**config.mk**
```make
export PLATFORM = sky130hd
export DESIGN_NAME = ball_collision_detect
export DESIGN_NICKNAME = d
export VERILOG_FILES = /design/src/rtl/ball_collision_detect.sv
export SDC_FILE = /design/constraint.sdc
export NUM_CORES = 1
export LEC_CHECK = 0
export CORE_ASPECT_RATIO = 0.6
export CORE_UTILIZATION = 40
export CTS_CLUSTER_DIAMETER = 100
export CTS_CLUSTER_SIZE = 16
export DETAILED_ROUTE_END_ITERATION = 12
export GPL_TIMING_DRIVEN = 0
export SLEW_MARGIN = 20
export SYNTH_ARGS = -nofsm -noshare
export SYNTH_HDL_FRONTEND = slang
export SYNTH_SLANG_ARGS = --single-unit
```
**constraint.sdc**
```tcl
create_clock -name clk_100MHz -period 5 [get_ports clk_100MHz]
set_input_delay 1 -clock clk_100MHz [delete_from_list [all_inputs] [get_ports clk_100MHz]]
set_output_delay 1 -clock clk_100MHz [all_outputs]
set_load 0.05 [all_outputs]
```
**src/rtl/ball_collision_detect.sv**
```systemverilog
// Per-frame ball collision classifier for a two-paddle game: samples positions on
// frame_tick, resolves one prioritised collision code and strobes calc_start.
module ball_collision_detect #(
    parameter int SCREEN_W       = 640,
    parameter int SCREEN_H       = 480,
    parameter int BALL_SIZE      = 8,
    parameter int PADDLE_W       = 8,
    parameter int PADDLE_H       = 64,
    parameter int PADDLE_L_X     = 16,
    parameter int PADDLE_R_X     = 616,
    parameter int LOCKOUT_FRAMES = 4
) (
    input  logic       clk_100MHz,
    input  logic       Reset,
    input  logic       game_start,
    input  logic       frame_tick,
    input  logic [9:0] ball_x,
    input  logic [9:0] ball_y,
    input  logic [9:0] paddle_l_y,
    input  logic [9:0] paddle_r_y,
    output logic [2:0] collision,
    output logic       calc_start
);

    localparam int LW = (LOCKOUT_FRAMES < 1) ? 1 : $clog2(LOCKOUT_FRAMES + 1);

    localparam logic [10:0] BS  = 11'(BALL_SIZE);
    localparam logic [10:0] SW  = 11'(SCREEN_W);
    localparam logic [10:0] SH  = 11'(SCREEN_H);
    localparam logic [10:0] PW  = 11'(PADDLE_W);
    localparam logic [10:0] PH  = 11'(PADDLE_H);
    localparam logic [10:0] PLX = 11'(PADDLE_L_X);
    localparam logic [10:0] PRX = 11'(PADDLE_R_X);

    localparam logic [2:0] C_NONE   = 3'b000;
    localparam logic [2:0] C_PADDLE = 3'b001;
    localparam logic [2:0] C_TOP    = 3'b010;
    localparam logic [2:0] C_BOTTOM = 3'b011;
    localparam logic [2:0] C_GOAL_L = 3'b100;
    localparam logic [2:0] C_GOAL_R = 3'b101;

    typedef enum logic [2:0] {
        IDLE       = 3'd0,
        WAIT_FRAME = 3'd1,
        SAMPLE     = 3'd2,
        EVAL       = 3'd3,
        REPORT     = 3'd4
    } state_t;

    state_t        state_q, state_d;
    logic [9:0]    bx_q, bx_d, by_q, by_d, pl_q, pl_d, pr_q, pr_d;
    logic [LW-1:0] lock_q, lock_d;
    logic [2:0]    coll_q, coll_d;
    logic          cs_q, cs_d;

    logic [10:0]   bx_s, by_s, pl_s, pr_s;
    logic [2:0]    code_s;

    // Axis-aligned overlap of the ball square with one paddle rectangle, 11-bit sums.
    function automatic logic paddle_hit(input logic [10:0] bx, input logic [10:0] by,
                                        input logic [10:0] px, input logic [10:0] py);
        return (bx < px + PW) && (bx + BS > px) && (by + BS > py) && (by < py + PH);
    endfunction

    // Resolve the sampled frame into a single code; paddle hits are masked during lockout.
    always_comb begin
        bx_s = {1'b0, bx_q};
        by_s = {1'b0, by_q};
        pl_s = {1'b0, pl_q};
        pr_s = {1'b0, pr_q};
        if (bx_s == 11'd0) begin
            code_s = C_GOAL_L;
        end else if (bx_s + BS >= SW) begin
            code_s = C_GOAL_R;
        end else if ((lock_q == '0) &&
                     (paddle_hit(bx_s, by_s, PLX, pl_s) || paddle_hit(bx_s, by_s, PRX, pr_s))) begin
            code_s = C_PADDLE;
        end else if (by_s == 11'd0) begin
            code_s = C_TOP;
        end else if (by_s + BS >= SH) begin
            code_s = C_BOTTOM;
        end else begin
            code_s = C_NONE;
        end
    end

    // Next-state, sample capture and report logic; dropping game_start overrides everything.
    always_comb begin
        state_d = state_q;
        bx_d    = bx_q;
        by_d    = by_q;
        pl_d    = pl_q;
        pr_d    = pr_q;
        lock_d  = lock_q;
        coll_d  = coll_q;
        cs_d    = 1'b0;
        if (!game_start) begin
            state_d = IDLE;
            coll_d  = C_NONE;
            lock_d  = '0;
        end else begin
            case (state_q)
                IDLE: begin
                    state_d = WAIT_FRAME;
                end
                WAIT_FRAME: begin
                    if (frame_tick) begin
                        state_d = SAMPLE;
                        bx_d    = ball_x;
                        by_d    = ball_y;
                        pl_d    = paddle_l_y;
                        pr_d    = paddle_r_y;
                    end else begin
                        state_d = WAIT_FRAME;
                    end
                end
                SAMPLE: begin
                    state_d = EVAL;
                end
                EVAL: begin
                    // Outputs and lockout are registered here so they are visible in REPORT.
                    state_d = REPORT;
                    if (code_s != C_NONE) begin
                        coll_d = code_s;
                        cs_d   = 1'b1;
                    end else begin
                        coll_d = coll_q;
                    end
                    if (code_s == C_PADDLE) begin
                        lock_d = LW'(LOCKOUT_FRAMES);
                    end else if (lock_q != '0) begin
                        lock_d = lock_q - LW'(1);
                    end else begin
                        lock_d = lock_q;
                    end
                end
                REPORT: begin
                    state_d = WAIT_FRAME;
                end
                default: begin
                    state_d = IDLE;
                    coll_d  = C_NONE;
                    lock_d  = '0;
                end
            endcase
        end
    end

    // State and datapath registers with synchronous reset.
    always_ff @(posedge clk_100MHz) begin
        if (Reset) begin
            state_q <= IDLE;
            bx_q    <= 10'd0;
            by_q    <= 10'd0;
            pl_q    <= 10'd0;
            pr_q    <= 10'd0;
            lock_q  <= '0;
            coll_q  <= 3'b000;
            cs_q    <= 1'b0;
        end else begin
            state_q <= state_d;
            bx_q    <= bx_d;
            by_q    <= by_d;
            pl_q    <= pl_d;
            pr_q    <= pr_d;
            lock_q  <= lock_d;
            coll_q  <= coll_d;
            cs_q    <= cs_d;
        end
    end

    assign collision  = coll_q;
    assign calc_start = cs_q;

endmodule

```
# After elaboration in Yosys (flattened, before gate mapping)
# Index checks and enable logic that the tools add are counted.
[word_totals]
register_bits = 50
input_bits = 44
wordCells = 67
[op_classes]
n_addsub = 5
magnitude_cmp = 10
eq_ne = 7
muxes = 13
bitwise_logic = 3
n_reduce_logical = 21
[ops]
columns = ["operator", "count"]
rows = [
  ["$add 10x4->11 const B", 2],
  ["$add 10x7->11 const B", 2],
  ["$gt 11x10->1", 2],
  ["$lt 10x11->1", 2],
  ["$logic_not 10->1", 2],
  ["$mux 3", 5],
  ["$pmux 3 s2", 2],
  ["$pmux 3 s4", 1],
  ["$ge 11x10->1 const B", 1],
  ["$ge 11x9->1 const B", 1],
  ["$gt 11x10->1 const B", 1],
  ["$gt 11x5->1 const B", 1],
  ["$lt 10x10->1 const B", 1],
  ["$lt 10x5->1 const B", 1],
  ["$mux 2", 4],
  ["$logic_and 1x1->1", 7],
  ["$eq 3x1->1 const B", 2],
  ["$eq 3x2->1 const B", 2],
  ["$logic_not 3->1", 2],
  ["$reduce_bool 3->1", 2],
  ["$reduce_and 2->1", 2],
  ["$reduce_or 2->1", 2],
  ["$reduce_or 4->1", 1],
  ["$eq 3x3->1 const B", 1],
  ["8 further kinds", 10],
]

# Longest topological paths before layout
# Gate-level depths: netlist (run 1).
[depth]
word_depth = 13
ltp_mapped = 12
depth_no_buf = 12

# Worst setup path after synthesis (run 1)
# Ideal clock, no wire load.
[synth_timing]
path_kind = "reg-to-reg"
start = "register by_q[3]"
end = "register lock_q[1]"
t_arrival_ps = 2705
required_ps = 4886
path_slack_ps = 2181
path_stages_with_launch = 13
synth_period_minus_slack_ps = 2819
path_cell_list = "dfxtp_1 -> ha_1 -> and3_1 -> nand3_1 -> xnor2_1 -> ha_1 -> nand3_1 -> or2_2 -> o31ai_1 -> a211oi_1 -> a221oi_1 -> nand2_1 -> a21o_1"
[synth_between]
elab_chain_len = 12
elab_cells_between_ends = 23
cone_classes = "add/sub (1); order compare (5); eq/ne (2); mux (7); reduce/logical (8)"
[synth_lines]
columns = ["element", "line", "text"]
rows = [
  ["start: declaration", "51", "logic [9:0] bx_q, bx_d, by_q, by_d, pl_q, pl_d, pr_q, pr_d;"],
  ["start signal: assignment", "163", "by_q <= by_d;"],
  ["$add 10x4->11", "62, 80", ""],
  ["$gt 11x10->1", "62", "return (bx < px + PW) && (bx + BS > px) && (by + BS > py) && (by < py + PH);"],
  ["$logic_and 1x1->1 (2 in series)", "62", ""],
  ["$logic_or 1x1->1", "76", "(paddle_hit(bx_s, by_s, PLX, pl_s) || paddle_hit(bx_s, by_s, PRX, pr_s))) begin"],
  ["$logic_and 1x1->1", "75", "end else if ((lock_q == '0) &&"],
  ["$mux 2 (*)", "75", ""],
  ["$mux 3 (*)", "73", "end else if (bx_s + BS >= SW) begin"],
  ["$mux 3 (*)", "71", "if (bx_s == 11'd0) begin"],
  ["$eq 3x1->1 (*)", "129", "if (code_s == C_PADDLE) begin"],
  ["$mux 3 or $ne 3x3->1 (tied branches)", "--", ""],
  ["$pmux 3 s2 or $reduce_and 2->1 (tied branches)", "--", ""],
  ["end signal: assignment", "166", "lock_q <= lock_d;"],
  ["end: declaration", "52", "logic [LW-1:0] lock_q, lock_d;"],
]
# Mark *: on every way between the ends. The rest lies on a longest branch, timed or not.
# A chain may end at the register's enable or synchronous reset.

# Worst setup path in the final report (run 1)
# Ends and elaborated chain as after synthesis.

==> results of run 1 <==
[placed cells by master, fill, tap and decap left out, drive strengths merged, types with 9 or more instances in the layout]
master         instances
nand2                 96
a21oi                 54
dfxtp                 50
clkdlybuf4s50         47
ha                    41
inv                   30
nand3                 18
clkbuf                18
nor2                  10
a211oi                 9
[layout make-up]
cell class	instances	area, sq um	area share, %
Buffer	18	88.8	2.15
Clock buffer	5	125	3.03
Inverter	28	105	2.55
Sequential cell	50	1000	24.3
Clock inverter	3	47.5	1.15
Timing Repair Buffer	47	470	11.4
Multi-Input combinational cell	328	2150	52.2
Tap cell	108	135	3.27
[worst min-delay path by stage]
| stage | slack [ns] | start | endpoint | cells after the start |
|---|---|---|---|---|
| finish | 0.45 | collision[2] | collision[2] | 2 |
| global route | 0.48 | pr_q[1] | pr_q[1] | 2 |
| CTS | 0.46 | collision[2] | collision[2] | 2 |
| detailed placement | 0.45 | collision[2] | collision[2] | 2 |
| global placement | 0.45 | collision[2] | collision[2] | 2 |
| floorplan | 0.44 | bx_q[2] | bx_q[2] | 2 |
[per-layer routing]
metal	vias to the layer above	GRT usage, %
met3	8	4.30
li1	1617	-
met2	88	28.4
met4	0	5.83
met5	-	0
met1	1378	33.2
[where the power goes]
part	total [mW]	switching, mW	internal (mW)
sequential	0.416	0.0101	0.406
clock	0.401	0.161	0.240
combinational	0.137	0.0679	0.0694
total	0.953	0.239	0.715
[cell families after synthesis]
logic type / share of synthesized area [%]
AO/OA/AOI/OAI: 22.3
flip-flops: 29.9
buffers and inverters: 5.79
adder cells (fa/ha/maj): 15.3
XOR/XNOR: 2.35
AND/OR/NAND/NOR: 24.3
[state kept, by name, indices dropped and copies added (netlist names)]
| register | cells |
|---|---|
| pl_q | 10 |
| calc_start | 1 |
| bx_q | 10 |
| lock_q | 3 |
| pr_q | 10 |
| state_q | 3 |
| by_q | 10 |
| collision | 3 |
[worst max-delay path: cells and delay by family, from the launching register on]
family	cells	cell delay, ns
XOR/XNOR	1	0.17
flip-flops	1	0.59
AND/OR/NAND/NOR	4	0.48
AO/OA/AOI/OAI	5	1.31
adder cells (fa/ha/maj)	2	0.69
[stage by stage]
stage	utilization, %	area (sq um)	power (mW)	worst slack (ns)	instances
global placement	49.6	3950	0.559	1.71	579
floorplan	-	3350	0.502	2.18	424
global route	51.7	4130	1.00	1.32	587
detailed placement	49.6	3950	0.561	1.66	579
CTS	51.7	4130	0.965	1.64	587
finish	51.7	4130	0.953	1.64	587
==> summary.log, run 1 <==
[timing] setup clock skew after layout 0.00444 ns
[setup_path] Slowest-stage cell, CP sky130_fd_sc_hd__dfxtp_1
[timing] final-layout worst hold slack 0.454 ns
[global_routing] aggregate global routing overflow 0
[die] die height 72.9 um
[yosys] number of enable-type register cells in the synthesized netlist 0
[setup_path] WP data required 5.20 ns
[die] Starting Density 42.0%
[power_and_ir_drop] power per standard cell area 231 nW/um^2
[yosys] dominant cell by count in the synthesized netlist sky130_fd_sc_hd__nand2_1
[timing] number of max-slew violations in the final report 0
[die] die span in x 120 um
[placed_design] number of buffers added on ports 47
[setup_path] critical register-to-register path endpoint lock_q[1]
[timing] RSZ-0062 raised after global routing no
[power_and_ir_drop] IR drop worst, VDD 0.000122 V
[setup_path] r2r worst-path depth 12
[cts] CTS tree done
[cts] Max H-tree Level 2
[setup_path] signal arrival time at the worst endpoint 3.55 ns
[setup_path] Worst setup EP type flip-flop
[yosys] mean area per synthesized cell 7.90 sq um
[drt] initial DRC count 205
[cts] maximum buffer depth of the clock tree 2
[drt] total number of vias 3091
[cts] Setup Buffers After CTS 0
[drt] DRC errors left 0
[drt] total wire length 8.54 mm
[global_routing] number of global-route vias before repair 2819
[global_routing] wire length of the first global-routing pass 14.2 mm
[global_routing] all-layer global routing usage 21.1%
[yosys] cell taking the most area after synthesis sky130_fd_sc_hd__dfxtp_1
[timing] final setup fails 0
[setup_path] critical path startpoint category flip-flop
[final_layout] post-synthesis to final-layout area growth 23.2%
[setup_path] CP Max Fanout 11
[job] Max-Cap Viols 0
[setup_path] critical path cell sequence ha_1 > and3_1 > nand3_1 > xnor2_1 > ha_1 > nand3_1 > a211oi_1 > nor3_1 > a211oi_1 > a22o_2 > o21ai_0 > a21o_1
[yosys] syn nets 509
[status] status complete, no violations
[cts] count of clock tree sinks 50
[timing] Relative slew margins 48.7%
[yosys] number of warnings printed during yosys synthesis 0
[final_layout] share of final-layout standard cells stronger than drive strength 1 6.68%
[worst_hold_path] Hold/Removal Path Class flip-flop to flip-flop
[setup_path] worst setup path start by_q[3]
[yosys] synthesized instance count 424
[timing] worst slew pin tran 0.768 ns
[cts] Clock Pin Slew Worst Setup and Hold Paths 0.07 ns
[yosys] Synth top cells by count sky130_fd_sc_hd__nand2_1 (96), sky130_fd_sc_hd__a21oi_1 (53), sky130_fd_sc_hd__dfxtp_1 (50)
[cts] later-pin clock latency in the skew report 0.30 ns
[cts] number of gates given a new drive strength after cts 0
[drt] post-route ant nets 0
[yosys] number of distinct library cells after synthesis 63
[drt] vias per std cell 5.27
[timing] Min Clock Period, post-route 3.36 ns
[cts] hold buffers post-CTS 0
[final_layout] antenna diode count 0
[cts] CTS root buf sky130_fd_sc_hd__clkbuf_16
[timing] Total Negative Setup Slacks 0 ns
[yosys] register bit count reported by yosys 50
[final_layout] count of filler cells inserted in the layout 810
[yosys] sequential share of the synthesized area 29.9%
[final_layout] final net count 563
[drt] highest layer used for signal routing met4
[drt] wire length on met2 3.16 mm
[die] die footprint 8750 sq um
[placed_design] routability congestion estimate from global placement 0.897
[setup_path] worst r2r src by_q[3]
[drt] routed wirelength normalized by instance count 14.6 um
[setup_path] capturing instance or port of the critical path lock_q[1]
[yosys] Post-Syn Area 3350 sq um
[die] row count 25
[drt] met3 wire len 522 um
[timing] final hold violations 0
[setup_path] peak per-stage delay on the critical path 0.59 ns
[placed_design] total half-perimeter wirelength after legalization and detailed placement 6.83 mm
[global_routing] initial antenna violation count 0
[yosys] Async SR Flop Fraction 0%
[yosys] ranking of synthesized cells by area sky130_fd_sc_hd__dfxtp_1 (30%), sky130_fd_sc_hd__ha_1 (15%), sky130_fd_sc_hd__nand2_1 (11%), sky130_fd_sc_hd__a21oi_1 (7.9%), sky130_fd_sc_hd__inv_1 (3.1%)
[timing] final worst-path cycle share 67.1%
[timing] highest clock frequency the design can meet 0.298 GHz
[yosys] commonest register cell after synthesis sky130_fd_sc_hd__dfxtp_1
[yosys] fraction of synthesized cell area taken by the top area cell type 29.9%
[setup_path] type of the worst setup path flip-flop to flip-flop
[cts] TritonCTS Buffers 5
[die] IO Pins 48
[setup_path] internal reg-to-reg setup slack 1.64 ns
[drt] WL met1 4.77 mm
[global_routing] pin count of the biggest net entering global routing 18
[drt] first drt pass iteration count 5
[power_and_ir_drop] leakage power 1.53 nW
[die] Core Area 7980 sq um
No activity file was read; power rests on OpenSTA's default activity.
==> run 2: changes to the inputs <==
clock period = 2.8 ns   (was 5 ns; I/O delays follow)
==> run 2 against run 1 <==
- the run now ends with negative setup slack left
- largest power group unchanged
- combinational power is 110% higher
- non-clock buffer count is 21 higher
- clock power increased by 60%
- hold slack improved by 0.0038 ns
- critical path type unchanged
- highest routed layer unchanged
- die area stayed put
- total power grew 75%
==> summary.log, run 2 (synthesis gave the netlist of run 1 again) <==
[cts] Max H-tree Level 2
[final_layout] area of combinational cells with multiple inputs 2310 sq um
[die] die span in x 120 um
[drt] first drt pass iteration count 4
[final_layout] count of filler cells inserted in the layout 763
[timing] highest clock frequency the design can meet 0.350 GHz
[drt] total wire length 9.22 mm
[timing] number of max-slew violations in the final report 0
[drt] initial DRC count 142
[die] IO Pins 48
[setup_path] type of the worst setup path flip-flop to flip-flop
[final_layout] post-layout instance count excluding filler cells 608
[timing] Min Clock Period, post-route 2.85 ns
[die] Core Area 7980 sq um
[drt] post-route ant nets 0
[status] status complete, but fails checks
[placed_design] routability congestion estimate from global placement 0.853
[global_routing] pin count of the biggest net entering global routing 17
[status] failing checks negative setup slack
[final_layout] register cell area after layout 1020 sq um
[cts] CTS tree done
[timing] worst slew pin tran 0.667 ns
[timing] final worst-path cycle share 102%
[global_routing] number of global-route vias before repair 3107
[final_layout] most frequent cells in the layout sky130_fd_sc_hd__nand2_1 (95), sky130_fd_sc_hd__a21oi_1 (53), sky130_fd_sc_hd__clkdlybuf4s50_1 (47)
[power_and_ir_drop] power per standard cell area 376 nW/um^2
[final_layout] share of final-layout standard cells stronger than drive strength 1 15.0%
[setup_path] CP Max Fanout 6
[power_and_ir_drop] leakage power 1.67 nW
[placed_design] cell count after placement 579
[cts] later-pin clock latency in the skew report 0.29 ns
[power_and_ir_drop] IR drop worst, VDD 0.000216 V
[final_layout] final net count 584
[drt] routed wirelength normalized by instance count 15.2 um
[cts] hold buffers post-CTS 0
[global_routing] all-layer global routing usage 22.2%
[cts] Clock Pin Slew Worst Setup and Hold Paths 0.07 ns
[global_routing] aggregate global routing overflow 0
[timing] setup clock skew after layout 0.00769 ns
[global_routing] wire length of the first global-routing pass 15.0 mm
[timing] Relative slew margins 55.4%
[placed_design] total half-perimeter wirelength after legalization and detailed placement 6.85 mm
[setup_path] WP data required 3.01 ns
[job] Max-Cap Viols 0
[timing] final setup fails 2
[timing] RSZ-0062 raised after global routing yes
[cts] maximum buffer depth of the clock tree 2
[die] die height 72.9 um
[drt] vias per std cell 5.28
[die] die footprint 8750 sq um
[setup_path] Worst setup EP type flip-flop
[timing] final hold violations 0
[final_layout] antenna diode count 0
[cts] CTS root buf sky130_fd_sc_hd__clkbuf_16
[drt] DRC errors left 0
[die] Starting Density 42.0%
[cts] TritonCTS Buffers 5
[final_layout] post-synthesis to final-layout area growth 32.4%
[setup_path] signal arrival time at the worst endpoint 3.07 ns
[timing] Worst Slack Setup Final -0.0539 ns
[placed_design] number of buffers added on ports 47
[die] row count 25
[worst_hold_path] Hold/Removal Path Class flip-flop to flip-flop
[final_layout] commonest non-fill, non-tap cell in the layout sky130_fd_sc_hd__nand2_1
[drt] total number of vias 3208
[global_routing] initial antenna violation count 0
[setup_path] critical path startpoint category flip-flop
[timing] final-layout worst hold slack 0.457 ns
[cts] count of clock tree sinks 50
[run 2: changes by cell type in the layout (fill, tap and decap cells not counted), moves of 3 or more]
cell | previous run | this run
sky130_fd_sc_hd__buf_4 | 1 | 24
sky130_fd_sc_hd__dfxtp_1 | 50 | 44
sky130_fd_sc_hd__dfxtp_4 | 0 | 5
sky130_fd_sc_hd__ha_1 | 41 | 38
sky130_fd_sc_hd__ha_4 | 0 | 3
sky130_fd_sc_hd__xnor2_1 | 8 | 5
[run 2: final cells by class]
class                   count  area share (%)
plain buffers              16            1.50
clock buffers               6            3.13
clock inverters             2           0.395
inverters                  28            2.37
multi-input cells         328            52.0
flip-flops and latches     50            23.0
well taps                 108            3.05
repair buffers             70            14.5
[run 2: stage by stage]
stage | worst slack, ns | util [%] | setup TNS, ns | power, mW | area (sq um)
detailed placement | -0.526 | 49.6 | -3.12 | 1.00 | 3960
floorplan | 0.0000226 | - | 0 | 0.896 | 3350
CTS | -0.000137 | 54.6 | -0.000137 | 1.67 | 4350
finish | -0.0539 | 55.6 | -0.0954 | 1.67 | 4430
global route | -0.155 | 55.6 | -0.747 | 1.74 | 4430
global placement | -0.454 | 49.6 | -2.78 | 0.998 | 3960
[run 2: final timing paths]
kind	from	end	slack [ns]	depth (start not counted)
max	by_q[3]	lock_q[0]	-0.05	12
min	pl_q[5]	pl_q[5]	0.46	2
max reg2reg	by_q[3]	lock_q[0]	-0.05	12
min reg2reg	pl_q[5]	pl_q[5]	0.46	2
[run 2: where the power goes]
| group | total, mW | switching, mW | internal, mW |
|---|---|---|---|
| Clock | 0.641 | 0.282 | 0.359 |
| Combinational | 0.287 | 0.140 | 0.147 |
| Sequential | 0.738 | 0.0175 | 0.720 |
| Total | 1.67 | 0.439 | 1.23 |
[run 2: worst max-delay path, cell delays in order (launching register included)]
cell	delay [ns]
sky130_fd_sc_hd__dfxtp_4	0.40
sky130_fd_sc_hd__ha_4	0.18
sky130_fd_sc_hd__and3_4	0.21
sky130_fd_sc_hd__nand3_4	0.10
sky130_fd_sc_hd__xnor2_4	0.18
sky130_fd_sc_hd__ha_4	0.29
sky130_fd_sc_hd__nand4_1	0.13
sky130_fd_sc_hd__o41ai_4	0.43
sky130_fd_sc_hd__a2111oi_4	0.11
sky130_fd_sc_hd__buf_4	0.17
sky130_fd_sc_hd__a221oi_4	0.30
sky130_fd_sc_hd__o21ai_1	0.11
sky130_fd_sc_hd__o22ai_1	0.18
[run 2: repair_timing]
item,CTS,global route
setup buffers,22,3
endpoints found under the setup margin,7,7
pin swaps,12,20
gates resized for setup,24,8
[run 2: routing by layer]
metal / wire, um / track usage (%) / vias to the layer above
li1: - / - / 1652
met1: 4870 / 33.1 / 1471
met2: 3670 / 31.5 / 75
met3: 543 / 5.31 / 10
met4: 129 / 5.69 / 0
met5: 0 / 0 / -
==> run 3: changes to the inputs <==
TNS_END_PERCENT = 1   (was not set)
==> run 3 against run 2 <==
- largest cell class unchanged
- final area stayed put
- first-iteration DRC count is 0.70% lower
- fmax up 0.37%
- the run still ends with negative setup slack left
- final cell count stayed put
- critical path depth stayed put
- routed wire length down 0.14%
- total power is essentially flat
==> summary.log, run 3 (synthesis gave the netlist of run 1 again) <==
[setup_path] type of the worst setup path flip-flop to flip-flop
[worst_hold_path] hold path cells 2
[status] failing checks negative setup slack
[placed_design] total half-perimeter wirelength after legalization and detailed placement 6.85 mm
[die] die height 72.9 um
[power_and_ir_drop] IR drop worst, VDD 0.000216 V
[timing] Min Clock Period, post-route 2.84 ns
[drt] routed wirelength normalized by instance count 15.1 um
[placed_design] cell count after placement 579
[placed_design] routability congestion estimate from global placement 0.853
[placed_design] instance area at placement 3960 sq um
[die] die span in x 120 um
[global_routing] wire length of the first global-routing pass 15.0 mm
[power_and_ir_drop] power per standard cell area 376 nW/um^2
[timing] setup clock skew after layout 0.00770 ns
[setup_path] Worst setup EP type flip-flop
[status] status complete, but fails checks
[final_layout] final design area excluding fillers 4430 sq um
[power_and_ir_drop] Switch Pwr 439 uW
[final_layout] post-layout instance count excluding filler cells 608
[timing] Relative slew margins 55.4%
[global_routing] initial antenna violation count 0
[drt] post-route ant nets 0
[drt] DRC errors left 0
[cts] CTS root buf sky130_fd_sc_hd__clkbuf_16
[global_routing] aggregate global routing overflow 0
[power_and_ir_drop] Clk network pwr share 38.5%
[cts] later-pin clock latency in the skew report 0.29 ns
[timing] number of max-slew violations in the final report 0
[worst_hold_path] hold path start pl_q[5]
[drt] first drt pass iteration count 4
[timing] highest clock frequency the design can meet 0.352 GHz
[worst_hold_path] Hold/Removal Path Class flip-flop to flip-flop
[global_routing] all-layer global routing usage 22.2%
[final_layout] commonest non-fill, non-tap cell in the layout sky130_fd_sc_hd__nand2_1
[placed_design] number of buffers added on ports 47
[die] Core Area 7980 sq um
[timing] worst slew pin tran 0.667 ns
[setup_path] signal arrival time at the worst endpoint 3.03 ns
[final_layout] final design utilization 55.6%
[final_layout] count of filler cells inserted in the layout 763
[setup_path] r2r worst-path depth 12
[power_and_ir_drop] leakage power 1.67 nW
[cts] CTS tree done
[cts] hold buffers post-CTS 0
[setup_path] critical register-to-register path endpoint lock_q[1]
[setup_path] CP Max Fanout 6
[timing] final hold violations 0
[power_and_ir_drop] Internal Power 1.23 mW
[worst_hold_path] terminating pin of the worst hold path pl_q[5]
[die] row count 25
[power_and_ir_drop] net switching share of the total power 26.3%
[drt] vias per std cell 5.27
[setup_path] worst r2r src by_q[3]
[job] Max-Cap Viols 0
[drt] total wire length 9.20 mm
[setup_path] internal reg-to-reg setup slack -0.04 ns
[setup_path] WP data required 2.99 ns
[timing] RSZ-0062 raised after global routing yes
[cts] Clock Pin Slew Worst Setup and Hold Paths 0.07 ns
[power_and_ir_drop] power share of the sequential group 44.3%
[final_layout] antenna diode count 0
[global_routing] number of global-route vias before repair 3107
[cts] maximum buffer depth of the clock tree 2
[die] Starting Density 42.0%
[cts] TritonCTS Buffers 5
[drt] initial DRC count 141
[drt] total number of vias 3202
[setup_path] critical path startpoint category flip-flop
[timing] final worst-path cycle share 102%
[final_layout] final net count 584
[timing] Worst Slack Setup Final -0.0435 ns
[global_routing] pin count of the biggest net entering global routing 17
[die] IO Pins 48
[cts] Max H-tree Level 2
[timing] final setup fails 2
[die] die footprint 8750 sq um
[final_layout] most frequent cells in the layout sky130_fd_sc_hd__nand2_1 (95), sky130_fd_sc_hd__a21oi_1 (53), sky130_fd_sc_hd__clkdlybuf4s50_1 (47)
[final_layout] share of final-layout standard cells stronger than drive strength 1 15.0%
[timing] Total Negative Setup Slacks -0.0714 ns
[power_and_ir_drop] Comb power frac 17.2%
[final_layout] post-synthesis to final-layout area growth 32.4%
[cts] count of clock tree sinks 50
==> run 3: cell counts in the layout (fill, tap and decap cells not counted) <==
No cell type changed its count.
==> run 3: final cells by class <==
class                           count  area, sq um  share of cell area, %
Multi-Input combinational cell    328         2310                   52.0
Sequential cell                    50         1020                   23.0
Timing Repair Buffer               70          643                   14.5
Clock buffer                        6          139                   3.13
Tap cell                          108          135                   3.05
Inverter                           28          105                   2.37
Buffer                             16         66.3                   1.50
Clock inverter                      2         17.5                  0.395
==> run 3: routing by layer <==
layer  wire length, um  GRT usage, %  part of all wire, %  up-vias
li1                  -             -                    -     1653
met1              4870          33.1                   53     1464
met2              3660          31.5                   40       75
met3               543          5.31                  5.9       10
met4               129          5.69                  1.4        0
met5                 0             0                    0        -
==> run 3: what timing repair did <==
action	4_1_cts	5_1_grt
pin swaps	12	19
setup buffers	22	3
endpoints found under the setup margin	7	7
resized for setup	24	8
==> run 3: how the worst max path moves through the flow <==
stage                       start           end  slack (ns)  cells after the start
after global routing      by_q[3]  collision[2]       -0.16                     12
after floorplan           by_q[3]     lock_q[1]     0.00002                     12
final                     by_q[3]     lock_q[1]       -0.04                     12
after global placement    by_q[3]     lock_q[1]       -0.45                     11
after detailed placement  by_q[3]     lock_q[1]       -0.53                     11
after CTS                 by_q[4]     lock_q[1]     -0.0001                     12
==> run 3: worst max-delay path, stage by stage (launching register included) <==
cell	delay [ns]
sky130_fd_sc_hd__dfxtp_4	0.40
sky130_fd_sc_hd__ha_4	0.18
sky130_fd_sc_hd__and3_4	0.21
sky130_fd_sc_hd__nand3_4	0.10
sky130_fd_sc_hd__xnor2_4	0.18
sky130_fd_sc_hd__ha_4	0.29
sky130_fd_sc_hd__nand4_1	0.13
sky130_fd_sc_hd__o41ai_4	0.43
sky130_fd_sc_hd__a2111oi_4	0.11
sky130_fd_sc_hd__buf_4	0.17
sky130_fd_sc_hd__a221oi_4	0.30
sky130_fd_sc_hd__nand2_1	0.08
sky130_fd_sc_hd__a21o_1	0.17
==> run 3: per-stage QoR <==
step / hold WS, ns / setup slack [ns] / power (mW)
after floorplan: 0.436 / 0.0000226 / 0.896
after global placement: 0.446 / -0.454 / 0.998
after detailed placement: 0.449 / -0.526 / 1.00
after CTS: 0.458 / -0.000137 / 1.67
after global routing: 0.482 / -0.155 / 1.74
final: 0.458 / -0.0435 / 1.67
==> run 3: power by group through the flow <==
stage | registers, mW | clock network (mW) | logic [mW]
floorplan | 0.752 | 0 | 0.144
global placement | 0.758 | 0 | 0.240
detailed placement | 0.759 | 0 | 0.243
CTS | 0.738 | 0.658 | 0.274
global route | 0.741 | 0.686 | 0.313
finish | 0.738 | 0.641 | 0.287
